## src/rtl/program_counter_seq_if.sv

```systemverilog
// Control and status bundle between instruction decode and the program-counter unit.
// Decode is the master and drives the controls; the PC unit is the slave and reports the address and stack status.
interface program_counter_seq_if #(
    parameter int WIDTH       = 8,
    parameter int STACK_DEPTH = 4,
    parameter int OFS_WIDTH   = 8
);
    localparam int SPW = $clog2(STACK_DEPTH) + 1;

    logic                 stall;
    logic                 branch_en;
    logic                 branch_cond;
    logic [OFS_WIDTH-1:0] branch_offset;
    logic                 jump_en;
    logic                 call_en;
    logic                 ret_en;
    logic [WIDTH-1:0]     jump_target;

    logic [WIDTH-1:0]     PC;
    logic [WIDTH-1:0]     pc_plus1;
    logic [SPW-1:0]       sp;
    logic                 stack_full;
    logic                 stack_empty;
    logic                 err_overflow;
    logic                 err_underflow;

    modport master (
        output stall, branch_en, branch_cond, branch_offset,
               jump_en, call_en, ret_en, jump_target,
        input  PC, pc_plus1, sp, stack_full, stack_empty,
               err_overflow, err_underflow
    );

    modport slave (
        input  stall, branch_en, branch_cond, branch_offset,
               jump_en, call_en, ret_en, jump_target,
        output PC, pc_plus1, sp, stack_full, stack_empty,
               err_overflow, err_underflow
    );
endinterface

```

## src/rtl/program_counter_seq.sv

```systemverilog
// Program counter with increment, PC-relative branch, absolute jump, and call/return through a small return-address stack.
// Next-PC priority: stall, return, call, jump, taken branch, increment.
module program_counter_seq #(
    parameter int               WIDTH        = 8,
    parameter logic [WIDTH-1:0] RESET_VECTOR = '0,
    parameter int               STACK_DEPTH  = 4,
    parameter int               OFS_WIDTH    = 8
) (
    input  logic                  clock_reg,
    input  logic                  reset,
    program_counter_seq_if.slave  pcIf
);
    localparam int SPW  = $clog2(STACK_DEPTH) + 1;
    localparam int PTRW = $clog2(STACK_DEPTH);

    logic [WIDTH-1:0] pc_q, pc_d;
    logic [SPW-1:0]   sp_q, sp_d;
    logic             errOverflow_q, errOverflow_d;
    logic             errUnderflow_q, errUnderflow_d;
    logic [WIDTH-1:0] stack_q [STACK_DEPTH];

    logic [WIDTH-1:0] pcPlus1;
    logic [WIDTH-1:0] offsetExt;
    logic [PTRW-1:0]  pushIdx;
    logic [PTRW-1:0]  popIdx;
    logic             pushEn;
    logic             stackFull;
    logic             stackEmpty;

    assign pcPlus1    = pc_q + WIDTH'(1);
    assign offsetExt  = WIDTH'($signed(pcIf.branch_offset));
    assign stackFull  = (sp_q == SPW'(STACK_DEPTH));
    assign stackEmpty = (sp_q == '0);
    assign pushIdx    = sp_q[PTRW-1:0];
    // When sp equals STACK_DEPTH the low bits are zero, so subtracting one still lands on the top entry.
    assign popIdx     = sp_q[PTRW-1:0] - PTRW'(1);

    always_comb begin
        pc_d           = pc_q;
        sp_d           = sp_q;
        errOverflow_d  = errOverflow_q;
        errUnderflow_d = errUnderflow_q;
        pushEn         = 1'b0;
        if (!pcIf.stall) begin
            if (pcIf.ret_en) begin
                if (!stackEmpty) begin
                    pc_d = stack_q[popIdx];
                    sp_d = sp_q - SPW'(1);
                end else begin
                    pc_d           = pcPlus1;
                    errUnderflow_d = 1'b1;
                end
            end else if (pcIf.call_en) begin
                pc_d = pcIf.jump_target;
                if (!stackFull) begin
                    pushEn = 1'b1;
                    sp_d   = sp_q + SPW'(1);
                end else begin
                    errOverflow_d = 1'b1;
                end
            end else if (pcIf.jump_en) begin
                pc_d = pcIf.jump_target;
            end else if (pcIf.branch_en && pcIf.branch_cond) begin
                pc_d = pc_q + offsetExt;
            end else begin
                pc_d = pcPlus1;
            end
        end
    end

    always_ff @(posedge clock_reg or posedge reset) begin
        if (reset) begin
            pc_q           <= RESET_VECTOR;
            sp_q           <= '0;
            errOverflow_q  <= 1'b0;
            errUnderflow_q <= 1'b0;
        end else begin
            pc_q           <= pc_d;
            sp_q           <= sp_d;
            errOverflow_q  <= errOverflow_d;
            errUnderflow_q <= errUnderflow_d;
        end
    end

    // Entry contents are don't-care after reset, so the stack storage carries no reset.
    always_ff @(posedge clock_reg) begin
        if (pushEn) begin
            stack_q[pushIdx] <= pcPlus1;
        end
    end

    assign pcIf.PC            = pc_q;
    assign pcIf.pc_plus1      = pcPlus1;
    assign pcIf.sp            = sp_q;
    assign pcIf.stack_full    = stackFull;
    assign pcIf.stack_empty   = stackEmpty;
    assign pcIf.err_overflow  = errOverflow_q;
    assign pcIf.err_underflow = errUnderflow_q;
endmodule

```

## src/flat_wrapper.sv

```systemverilog
// flat-port wrapper written by rule: the top's interface ports become plain ports
module program_counter_seq_flat 
#(
    parameter int               WIDTH        = 8,
    parameter logic [WIDTH-1:0] RESET_VECTOR = '0,
    parameter int               STACK_DEPTH  = 4,
    parameter int               OFS_WIDTH    = 8
)
  (clock_reg, reset, pcIf_stall, pcIf_branch_en, pcIf_branch_cond, pcIf_branch_offset, pcIf_jump_en, pcIf_call_en, pcIf_ret_en, pcIf_jump_target, pcIf_PC, pcIf_pc_plus1, pcIf_sp, pcIf_stack_full, pcIf_stack_empty, pcIf_err_overflow, pcIf_err_underflow);
  program_counter_seq_if #(.WIDTH(WIDTH), .STACK_DEPTH(STACK_DEPTH), .OFS_WIDTH(OFS_WIDTH)) pcIf_i ();
  input  logic clock_reg;
  input  logic reset;
  input wire logic [$bits(pcIf_i.stall)-1:0] pcIf_stall;
  input wire logic [$bits(pcIf_i.branch_en)-1:0] pcIf_branch_en;
  input wire logic [$bits(pcIf_i.branch_cond)-1:0] pcIf_branch_cond;
  input wire logic [$bits(pcIf_i.branch_offset)-1:0] pcIf_branch_offset;
  input wire logic [$bits(pcIf_i.jump_en)-1:0] pcIf_jump_en;
  input wire logic [$bits(pcIf_i.call_en)-1:0] pcIf_call_en;
  input wire logic [$bits(pcIf_i.ret_en)-1:0] pcIf_ret_en;
  input wire logic [$bits(pcIf_i.jump_target)-1:0] pcIf_jump_target;
  output wire logic [$bits(pcIf_i.PC)-1:0] pcIf_PC;
  output wire logic [$bits(pcIf_i.pc_plus1)-1:0] pcIf_pc_plus1;
  output wire logic [$bits(pcIf_i.sp)-1:0] pcIf_sp;
  output wire logic [$bits(pcIf_i.stack_full)-1:0] pcIf_stack_full;
  output wire logic [$bits(pcIf_i.stack_empty)-1:0] pcIf_stack_empty;
  output wire logic [$bits(pcIf_i.err_overflow)-1:0] pcIf_err_overflow;
  output wire logic [$bits(pcIf_i.err_underflow)-1:0] pcIf_err_underflow;
  assign pcIf_i.stall = pcIf_stall;
  assign pcIf_i.branch_en = pcIf_branch_en;
  assign pcIf_i.branch_cond = pcIf_branch_cond;
  assign pcIf_i.branch_offset = pcIf_branch_offset;
  assign pcIf_i.jump_en = pcIf_jump_en;
  assign pcIf_i.call_en = pcIf_call_en;
  assign pcIf_i.ret_en = pcIf_ret_en;
  assign pcIf_i.jump_target = pcIf_jump_target;
  assign pcIf_PC = pcIf_i.PC;
  assign pcIf_pc_plus1 = pcIf_i.pc_plus1;
  assign pcIf_sp = pcIf_i.sp;
  assign pcIf_stack_full = pcIf_i.stack_full;
  assign pcIf_stack_empty = pcIf_i.stack_empty;
  assign pcIf_err_overflow = pcIf_i.err_overflow;
  assign pcIf_err_underflow = pcIf_i.err_underflow;
  program_counter_seq #(.WIDTH(WIDTH), .RESET_VECTOR(RESET_VECTOR), .STACK_DEPTH(STACK_DEPTH), .OFS_WIDTH(OFS_WIDTH)) u_core (.clock_reg(clock_reg), .reset(reset), .pcIf(pcIf_i));
endmodule
```

## config.mk

```make
export PLATFORM = sky130hd
export DESIGN_NAME = program_counter_seq_flat
export DESIGN_NICKNAME = d
export VERILOG_FILES = /design/src/rtl/program_counter_seq_if.sv /design/src/rtl/program_counter_seq.sv /design/src/flat_wrapper.sv
export SDC_FILE = /design/constraint.sdc
export NUM_CORES = 1
export LEC_CHECK = 0
export ABC_AREA = 0
export BUFFER_PORTS_ARGS = -buffer_cell sky130_fd_sc_hd__buf_2
export CAP_MARGIN = 20
export CORE_MARGIN = 2
export CORE_UTILIZATION = 35
export CTS_CLUSTER_DIAMETER = 150
export DETAILED_ROUTE_END_ITERATION = 10
export GPL_TIMING_DRIVEN = 0
export HOLD_SLACK_MARGIN = 0.08
export PLACE_DENSITY = 0.67
export RECOVER_POWER = 25
export SLEW_MARGIN = 25
export SYNTH_ARGS = -nofsm -noshare
export SYNTH_HDL_FRONTEND = slang
export SYNTH_SLANG_ARGS = --single-unit
```

## constraint.sdc

```tcl
create_clock -name clock_reg -period 1.9 [get_ports clock_reg]
set_input_delay 0.285 -clock clock_reg [delete_from_list [all_inputs] [get_ports clock_reg]]
set_output_delay 0.285 -clock clock_reg [all_outputs]
set_load 0.01 [all_outputs]
```

* Word-level counts from Yosys, hierarchy flattened
Memories as Yosys holds them, arrays and structs flattened.
Index checks and enable logic that the tools add are counted.
** Storage, ports and cells
- Register bits :: 13
- Memories kept :: 1
- RAM bits :: 32
** Memory list
- u_core.stack_q :: depth 4, bits a word 8, read ports 1, clocked after memory_dff 0, wr ports 1, line program_counter_seq.sv:20 : logic [WIDTH-1:0] stack_q [STACK_DEPTH];
** Cells by class
- Reduce and logical (&&, ||, !) cells :: 6
- Mux-type cells :: 15
- Equal/unequal tests :: 3
- $add $sub $neg :: 5
- Bitwise operators :: 2
** Operator list (count)
- 8-bit two-way mux :: 5
- 3-bit two-way mux :: 4
- 8-bit by 1-bit adder with 8-bit output, second input constant :: 1
- 8-bit adder :: 1
- 4-bit AND reduction :: 2
- 1-bit two-way mux :: 6
- 2-bit != test, second input constant :: 2
- 3-bit by 1-bit adder with 3-bit output, second input constant :: 1
- 3-bit == test, second input constant :: 1
- 3-bit logical NOT :: 1
- 3-bit AND reduction :: 1
- 3-bit by 1-bit subtractor with 3-bit output, second input constant :: 1
- 1-bit NOT :: 2
- 2-bit nonzero test :: 1
- 2-bit by 1-bit subtractor with 2-bit output, second input constant :: 1
- 1-bit logical AND :: 1

* Longest topological paths before layout
Gate-level depths: netlist of run 1.
- Depth in word-level cells :: 7
- Depth in mapped cells :: 10
- Mapped depth without buffers :: 8

* Worst setup path before layout of run 1
Ideal clock, no wire load.
- Path type :: reg-to-reg
- Start point :: register u_core.sp_q[0], in the netlist u_core.pcIf.sp[0]
- End point :: memory u_core.stack_q[0][0] (enable)
- Setup time :: 0.370 ns
- Cell stages (with the launch flop) :: 8
- Setup slack :: -0.146 ns
- Arrival time :: 1.676 ns
- Data required time :: 1.530 ns
- Cell sequence :: dfrtp_1 buf_6 inv_1 ha_1 nand2b_1 clkbuf_1 buf_2 nor2_1
** Between the ends
- Word-level cells in the longest chain between the ends :: 7
** Ends and longest elaborated chain
- start: declaration :: line program_counter_seq.sv:17 : logic [SPW-1:0] sp_q, sp_d;
- start signal: assignment :: line program_counter_seq.sv:79 : sp_q <= sp_d;
- 3-bit == test :: line program_counter_seq.sv:32 : assign stackFull = (sp_q == SPW'(STACK_DEPTH));
- 1-bit two-way mux :: line program_counter_seq.sv:55 : if (!stackFull) begin
- 1-bit two-way mux :: line program_counter_seq.sv:53 : end else if (pcIf.call_en) begin
- 1-bit two-way mux :: line program_counter_seq.sv:45 : if (pcIf.ret_en) begin
- 1-bit two-way mux :: line program_counter_seq.sv:44 : if (!pcIf.stall) begin
- 1-bit two-way mux :: line program_counter_seq.sv:87 : if (pushEn) begin
- 1-bit two-way mux (implied by the code) :: line program_counter_seq.sv:88 : stack_q[pushIdx] <= pcPlus1;
- end: declaration :: line program_counter_seq.sv:20
Parallel ways exist; a longest one is shown, timed or not.

* Worst setup path after layout of run 1
- Start point :: register u_core.pc_q[0], in the netlist u_core.pcIf.PC[0]
- End point :: output port pcIf_pc_plus1[6]
** Between the ends
- Word-level cells in the longest chain between the ends :: 1
** Ends and longest elaborated chain
- start: declaration :: line program_counter_seq.sv:16 : logic [WIDTH-1:0] pc_q, pc_d;
- start signal: assignment :: line program_counter_seq.sv:78 : pc_q <= pc_d;
- 8-bit by 1-bit adder with 8-bit output :: line program_counter_seq.sv:30 : assign pcPlus1 = pc_q + WIDTH'(1);
- end: declaration :: line flat_wrapper.sv:22 : output wire logic [$bits(pcIf_i.pc_plus1)-1:0] pcIf_pc_plus1;
Every way passes these cells.

==> results of run 1 <==
==> logic make-up after synthesis <==
logic type / Yosys count / share of synthesized area (%)
fa+ha+maj: 14 / 7.361
flops: 45 / 49.78
compound gates: 62 / 16.51
xor+xnor: 11 / 3.729
simple gates: 63 / 11.04
buf+inv: 24 / 4.019
mux: 8 / 7.555
==> flip-flops by register name (all words and copies together), names as in the netlist <==
name                       cells
u_core.pcIf.PC                 8
u_core.pcIf.err_underflow      1
u_core.stack_q                32
u_core.pcIf.sp                 3
u_core.pcIf.err_overflow       1
==> routing by layer <==
metal / up-vias / GRT usage (%)
met1: 1044 / 21.80
met5: - / 0
li1: 997 / -
met2: 69 / 26.20
met4: 0 / 4.231
met3: 9 / 3.521
==> worst max-delay path: stages, from the launching register on <==
cell and delay [ns]:
dfrtp_2 0.46, ha_4 0.19, nand2_1 0.09, or3_4 0.35, nand2_2 0.11, buf_2 0.14
==> worst max path at each step <==
stage | to | depth (start not counted) | from
final | pcIf_pc_plus1[6] | 5 | u_core.pcIf.PC[0]
after global routing | pcIf_pc_plus1[6] | 5 | u_core.pcIf.PC[0]
after CTS | pcIf_pc_plus1[2] | 3 | u_core.pcIf.PC[0]
after detailed placement | u_core.stack_q[2][0] | 6 | pcIf_ret_en
after global placement | u_core.stack_q[3][2] | 6 | pcIf_ret_en
after floorplan | u_core.pcIf.PC[2] | 8 | u_core.pcIf.PC[0]
==> Yosys cell counts (2+ instances only) <==
library cell / count
nor3_1: 2
edfxtp_1: 32
nor2b_1: 2
a211oi_1: 5
mux4_2: 4
and2_1: 4
a22oi_1: 2
buf_2: 4
o21ai_0: 11
o21ai_1: 3
o31ai_1: 3
nand3_1: 6
nand2b_1: 2
a31oi_1: 2
o211ai_1: 3
inv_1: 15
xor2_1: 4
clkbuf_1: 3
ha_1: 12
xnor2_1: 7
o21bai_1: 3
dfrtp_1: 13
nand2_1: 27
fa_1: 2
o22ai_1: 4
nor2_1: 13
o21a_1: 5
mux4_1: 4
a21oi_1: 9
==> where the power goes <==
| part | internal, mW | leakage, nW | switching (mW) |
|---|---|---|---|
| combinational | 1.40 | 0.886 | 1.39 |
| sequential | 1.33 | 0.435 | 0.211 |
| clock | 0.261 | 0.0445 | 0.355 |
==> layout make-up <==
cell class,count,area [sq um]
buffer,7,48.80
tap,99,123.9
clock buffer,5,68.82
timing repair buffer,71,441.7
fill,698,3752
sequential,45,1292
inverter,15,63.81
multi-input combinational,158,1401
clock inverter,3,21.27
==> repair_timing <==
action	CTS	global route
pin swaps	10	15
gates resized for setup	24	31
endpoints found under the hold margin	13	0
setup buffers	10	14
setup endpoints to repair	47	36
hold buffers	1	0
==> run_results.csv, run 1 <==
group,metric,value,unit
yosys,yosysSeqAreaShare,49.78,%
critical_path,r2r-start,"u_core.pcIf.PC[1]",
detailed_routing,drt-met1-wl,2965,um
clocking,clkLatencyLatePin,0.30,ns
clocking,cts_tree,"yes",
power,p_per_area,1431,nW/um^2
critical_path,cp.arrival,1.66,ns
clocking,root_buffer,"clkbuf_8",
detailed_routing,wl_per_cell,16.71,um
yosys,synth_cell_types,50,
yosys,synth_seq_cells,45,
min_path,hold_depth,3,
yosys,async_reset_ff_share,28.89,%
yosys,synth.largest_area_cell,"edfxtp_1",
critical_path,cp_data_required_time,1.62,ns
layout,layout.nets,341,
detailed_routing,drc_errors,0,
detailed_routing,final_antenna_net_count,0,
placement,place_inst,372,
timing,finalSetupViolCount,2,
global_routing,grt_pass1_vias,2043,
layout,final_cell_mix,"48 x buf_2, 32 x edfxtp_1, 26 x nand2_1",
power,leakage,1.366,nW
min_path,hp-start,"pcIf_jump_target[4]",
clocking,htree_levels,2,
yosys,ys.flop_type,"edfxtp_1",
placement,place_area,2964,sq um
timing,hold_violations,0,
detailed_routing,routed.top_layer,"met4",
placement,dp_hpwl,4682,um
yosys,syn_inst,227,
detailed_routing,wl_met2,3276,um
timing,skew,0.009335,ns
die,start_util,35.81,%
die,coreArea,7214,sq um
placement,gp_congestion,0.8388,
layout,syn2layout_area_growth,34.00,%
timing,rsz0062_at_grt,"true",
clocking,clk_pin_slew,0.09,ns
clocking,clock-sinks,45,
power,power,4.955,mW
min_path,worstHoldEndpoint,"u_core.pcIf.PC[4]",
timing,slew_viol_final,0,
clocking,numCtsBuffers,5,
timing,worstMarginPinSlew,0.5503,ns
detailed_routing,met3WireLength,418,um
yosys,ys_warn_count,0,
detailed_routing,num_vias,2119,
global_routing,grt_pass1_wl,10350,um
placement,pre_cts_slack,-0.2963,ns
global_routing,antenna_found_initial,0,
yosys,synth_area,2584,sq um
layout,stdcell_area,3462,sq um
timing,timing.fmax,513.6,MHz
yosys,synth-edff-count,32,
run,drv_cap,0,
global_routing,track_usage,16.03,%
die,chipWidth,89.92,um
yosys,synth.top_cell.area_share,37.19,%
placement,portBuffers,46,
die,io_pins,47,
timing,whs,0.2856,ns
detailed_routing,totalWireLength,6734,um
yosys,yosys-top-cells-area,"edfxtp_1 37%, dfrtp_1 13%, ha_1 5.8%",
die,rows,31,
layout,layout-drive-gt1-share,43.75,%
critical_path,end_kind,"primary output",
timing,relSlewSlack,63.28,%
critical_path,reg2reg_depth,8,
detailed_routing,firstDrtPassIters,5,
layout,post-route-util,47.99,%
die,dieArea,8086,sq um
die,fp.dieH,89.92,um
power,peakVddDrop,0.0008404,V
timing,tns,-0.05897,ns
layout,n_antenna_cell,0,
critical_path,criticalPathCategory,"reg2out",
status,status,"finished with violations",
critical_path,rr_endpoint,"u_core.pcIf.PC[2]",
critical_path,cp_max_fo,4,
yosys,syn-num-nets,265,
critical_path,crit_path_start_kind,"register",
critical_path,r2r_slack,0.01,ns
timing,fin_ws,-0.04718,ns
yosys,postSynthAreaPerCell,11.38,sq um
global_routing,overflow,0,
clocking,cts.path.max_buffers,2,
layout,final_common_cell,"buf_2",
layout,final_cell_count_no_fill,403,
detailed_routing,viasPerCell,5.258,
status,violations,"negative setup slack",
timing,min_period,1.947,ns
global_routing,grt_max_degree,16,
min_path,hold_path_class,"in2reg",
detailed_routing,drt-initial-drc-count,124,
timing,period_share,102.5,%
No activity file was read; power rests on OpenSTA's default activity.
==> inputs of run 2 (changes only) <==
CORE_MARGIN = not set   (was 2)
CORE_UTILIZATION = 43   (was 35)
PLACE_DENSITY = 0.78   (was 0.67)
==> run_results.csv, run 2 (same netlist as run 1, synthesis figures left out) <==
group,metric,value,unit
status,status,"finished with violations",
status,violations,"negative setup slack",
global_routing,overflow,0,
clocking,htree_levels,2,
detailed_routing,firstDrtPassIters,4,
placement,gp_congestion,0.8880,
die,rows,27,
placement,dp_hpwl,4515,um
timing,whs,0.2965,ns
critical_path,criticalPathCategory,"reg2reg",
critical_path,rr_endpoint,"u_core.pcIf.PC[2]",
die,fp.dieH,79.52,um
detailed_routing,drc_errors,0,
layout,final_cell_mix,"47 x buf_2, 32 x edfxtp_1, 26 x nand2_1",
layout,layout-drive-gt1-share,40.47,%
clocking,cts.path.max_buffers,2,
clocking,clk_pin_slew,0.09,ns
layout,multi_input_area,1399,sq um
timing,period_share,105.2,%
clocking,clock-sinks,45,
min_path,hold_path_class,"in2reg",
global_routing,grt_max_degree,15,
timing,min_period,2.000,ns
layout,largest_register_ffs,32,
global_routing,track_usage,21.23,%
run,drv_cap,0,
timing,rsz0062_at_grt,"true",
timing,relSlewSlack,64.59,%
placement,portBuffers,46,
clocking,root_buffer,"clkbuf_8",
global_routing,grt_pass1_wl,10050,um
clocking,cts_tree,"yes",
clocking,clkLatencyLatePin,0.30,ns
timing,skew,0.008761,ns
clocking,numCtsBuffers,5,
critical_path,startpoint,"u_core.pcIf.PC[0]",
detailed_routing,num_vias,2133,
critical_path,cp.arrival,2.24,ns
critical_path,r2r-start,"u_core.pcIf.PC[0]",
timing,slew_viol_final,0,
timing,timing.fmax,500.1,MHz
detailed_routing,drt-initial-drc-count,129,
layout,syn2layout_area_growth,32.35,%
layout,layout.nets,336,
timing,worstMarginPinSlew,0.5305,ns
timing,fin_ws,-0.09951,ns
die,io_pins,47,
die,start_util,45.80,%
critical_path,end_kind,"register",
timing,hold_violations,0,
die,chipWidth,79.52,um
layout,n_antenna_cell,0,
die,dieArea,6323,sq um
layout,seqCellArea,1292,sq um
layout,fillers,435,
detailed_routing,final_antenna_net_count,0,
power,power,5.040,mW
critical_path,cp_max_fo,4,
critical_path,cp_data_required_time,2.14,ns
critical_path,crit_path_start_kind,"register",
critical_path,reg2reg_depth,8,
die,coreArea,5642,sq um
detailed_routing,totalWireLength,6517,um
critical_path,crit_path_end,"u_core.pcIf.PC[2]",
critical_path,r2r_slack,-0.1,ns
power,peakVddDrop,0.0008190,V
global_routing,antenna_found_initial,0,
power,p_per_area,1474,nW/um^2
layout,final_common_cell,"buf_2",
timing,finalSetupViolCount,3,
global_routing,grt_pass1_vias,2058,
power,leakage,1.366,nW
layout,largest_register,"u_core.stack_q",
detailed_routing,wl_per_cell,17.57,um
layout,post-route-util,60.61,%
detailed_routing,viasPerCell,5.749,
run 2: cell count changes in the layout (fill, tap and decap cells not counted), moves of 2 or more:
cell	change
a211oi_1	+2
a211oi_2	-2
buf_4	-6
buf_8	-2
bufinv_16	+2
clkbuf_1	+2
ha_1	+2
ha_4	-2
nor2_2	-2
run 2: metrics by stage:
stage	instances	setup TNS (ns)	setup WS (ns)	area (sq um)
2_1_floorplan	227	0	0.01020	2610
3_3_place_gp	345	-5.988	-0.1905	2930
3_5_place_dp	345	-7.227	-0.2283	2930
4_1_cts	362	-0.04070	-0.01698	3247
5_1_grt	371	-0.5982	-0.1873	3420
6_report	371	-0.1774	-0.09951	3420
run 2: critical path: stages (launching register included):
cell	delay, ns
dfrtp_2	0.44
ha_4	0.16
inv_2	0.04
fa_2	0.36
nor2b_1	0.15
nor3_1	0.18
a21oi_1	0.10
a2111oi_2	0.35
a221o_1	0.16
run 2: area by class of cell:
class	instances	share of cell area [%]
multi-input cells	158	40.91
flip-flops and latches	45	37.80
repair buffers	65	11.23
well taps	72	2.634
clock buffers	5	2.012
clock inverters	3	1.903
inverters	15	1.793
plain buffers	8	1.720
run 2: worst min-delay path by stage:
| stage | start | end | slack (ns) | cells after the start |
|---|---|---|---|---|
| 4_1_cts | pcIf_jump_target[3] | u_core.pcIf.PC[3] | 0.30 | 3 |
| 3_5_place_dp | reset | u_core.pcIf.err_overflow | 0.35 | 2 |
| 5_1_grt | pcIf_jump_target[3] | u_core.pcIf.PC[3] | 0.35 | 3 |
| 6_report | pcIf_jump_target[4] | u_core.pcIf.PC[4] | 0.30 | 3 |
| 2_1_floorplan | reset | u_core.pcIf.PC[0] | 0.16 | 1 |
| 3_3_place_gp | reset | u_core.pcIf.err_underflow | 0.34 | 2 |
run 2: where the power goes:
group | internal (mW) | switching, mW | leakage, nW
clock | 0.522 | 0.328 | 0.0681
combinational | 1.28 | 1.36 | 0.863
sequential | 1.33 | 0.220 | 0.435
run 2: what timing repair did:
item | in CTS | in global routing
setup buffers | 9 | 9
hold buffers | 1 | 0
hold endpoints to repair | 13 | 0
gates resized for setup | 25 | 23
pin swaps | 5 | 12
setup endpoints to repair | 46 | 36
run 2: metal layers:
layer	up-vias	global-route usage [%]	part of all wire (%)
met5	-	0	0
met4	0	7.091	1.6
met3	14	4.000	5.3
met2	101	36.15	51
met1	1026	26.94	42
li1	992	-	-
==> inputs of run 3 (changes only) <==
REMOVE_ABC_BUFFERS = 1   (was not set)
SLEW_MARGIN = 10   (was 25)
==> run_results.csv, run 3 (same netlist as run 1, synthesis figures left out) <==
group,metric,value,unit
status,status,"finished with violations",
status,violations,"negative setup slack",
layout,final_common_cell,"buf_2",
layout,largest_register_ffs,32,
power,peakVddDrop,0.0006690,V
layout,final_cell_mix,"41 x buf_2, 32 x edfxtp_1, 25 x nand2_1",
global_routing,grt_max_degree,17,
die,dieArea,6323,sq um
detailed_routing,final_antenna_net_count,0,
timing,skew,0.01022,ns
critical_path,criticalPathCategory,"reg2out",
placement,gp_congestion,0.8744,
die,rows,27,
detailed_routing,drc_errors,0,
timing,slew_viol_final,0,
placement,place_inst,336,
critical_path,end_kind,"primary output",
layout,syn2layout_area_growth,30.02,%
clocking,htree_levels,2,
detailed_routing,firstDrtPassIters,6,
clocking,numCtsBuffers,5,
layout,final_cell_count_no_fill,367,
placement,dp_hpwl,4212,um
detailed_routing,drt-initial-drc-count,255,
min_path,hold_depth,3,
clocking,root_buffer,"clkbuf_8",
power,leakage,1.335,nW
timing,min_period,1.919,ns
critical_path,cp_slowest_cell,"dfrtp_2",
clocking,cts_tree,"yes",
critical_path,cp.arrival,1.63,ns
timing,worstMarginPinSlew,0.5922,ns
die,io_pins,47,
power,p_per_area,1466,nW/um^2
die,chipWidth,79.52,um
critical_path,cp_data_required_time,1.62,ns
timing,whs,0.2906,ns
timing,tns,-0.02697,ns
timing,hold_violations,0,
layout,stdcell_area,3359,sq um
layout,layout.nets,332,
layout,multi_input_area,1385,sq um
critical_path,cp_max_fo,4,
global_routing,overflow,0,
timing,finalSetupViolCount,3,
timing,relSlewSlack,60.37,%
placement,portBuffers,46,
layout,largest_register,"u_core.stack_q",
timing,period_share,101.0,%
global_routing,antenna_found_initial,0,
layout,layout-drive-gt1-share,42.37,%
die,coreArea,5642,sq um
critical_path,path_cells,"buf_4, nand4_1, nor2_2, xnor2_2, buf_2",
critical_path,cp_slowest_stage_delay,0.46,ns
clocking,clock-sinks,45,
layout,fillers,461,
global_routing,grt_pass1_wl,10430,um
min_path,hold_path_class,"in2reg",
global_routing,grt_pass1_vias,2067,
global_routing,track_usage,22.31,%
die,start_util,45.80,%
detailed_routing,totalWireLength,6735,um
run,drv_cap,0,
clocking,cts.path.max_buffers,2,
layout,n_antenna_cell,0,
timing,fin_ws,-0.01917,ns
placement,place_area,2856,sq um
die,fp.dieH,79.52,um
critical_path,crit_path_start_kind,"register",
clocking,clk_pin_slew,0.10,ns
timing,rsz0062_at_grt,"true",
detailed_routing,num_vias,2150,
layout,seqCellArea,1296,sq um
clocking,clkLatencyLatePin,0.31,ns
timing,timing.fmax,521.1,MHz
critical_path,reg2reg_depth,8,
detailed_routing,wl_per_cell,18.35,um
detailed_routing,viasPerCell,5.858,
## run 3: cell types whose count changed in the layout (fill, tap and decap cells not counted), sizes merged
cell      delta
clkinvlp     +1
bufinv       -1
buf          -4
## run 3: area by class of cell
| type | count | area share (%) |
|---|---|---|
| timing repair buffer | 69 | 12.10 |
| tap | 72 | 2.682 |
| inverter | 15 | 1.862 |
| multi-input combinational | 158 | 41.23 |
| clock buffer | 5 | 2.048 |
| sequential | 45 | 38.58 |
| clock inverter | 3 | 1.490 |
## run 3: power by group
part	total [mW]	internal, mW	switching [mW]
clock	0.779	0.404	0.375
combinational	2.59	1.23	1.37
sequential	1.55	1.34	0.214
total	4.93	2.97	1.95
## run 3: per-layer routing
layer / share of wire (%) / global-route usage (%) / vias to the layer above / routed length (um)
met1: 42 / 29.49 / 1028 / 2815
met4: 3.8 / 9.273 / 0 / 258
met3: 6.1 / 3.886 / 36 / 413
li1: - / - / 986 / -
met2: 48 / 36.07 / 100 / 3248
met5: 0 / 0 / - / 0
## run 3: metrics by stage
step	utilization (%)	worst slack [ns]	power, mW
6_report	59.55	-0.01917	4.926
5_1_grt	59.55	-0.1610	5.229
4_1_cts	57.75	-0.0004012	4.711
3_5_place_dp	50.63	-0.6945	3.514
3_3_place_gp	50.63	-0.6171	3.463
2_1_floorplan	-	-0.2603	2.882
## run 3: what timing repair did
| item | CTS | global route |
|---|---|---|
| endpoints found under the setup margin | 52 | 36 |
| hold endpoints to repair | 13 | 0 |
| gates cloned | 0 | 0 |
| buffers inserted | 16 | 6 |
| pin swaps | 8 | 7 |
| hold buffers | 1 | 0 |
| resized for setup | 38 | 19 |
## run 3: final timing paths
check	from	end	slack [ns]
setup / recovery	u_core.pcIf.PC[0]	pcIf_pc_plus1[7]	-0.02
hold / removal	pcIf_jump_target[4]	u_core.pcIf.PC[4]	0.29
setup reg to reg	u_core.pcIf.PC[0]	u_core.pcIf.PC[2]	0
hold reg to reg	u_core.pcIf.err_underflow	u_core.pcIf.err_underflow	0.49
max in group asynchronous	reset	u_core.pcIf.sp[1]	0.95
min in group asynchronous	reset	u_core.pcIf.err_overflow	0.55
## run 3: worst max-delay path, delay by kind of cell (launching register included)
kind / cells / cell delay, ns
buffers and inverters: 2 / 0.34
AND/OR/NAND/NOR: 2 / 0.35
flip-flops: 1 / 0.46
XOR/XNOR: 1 / 0.17
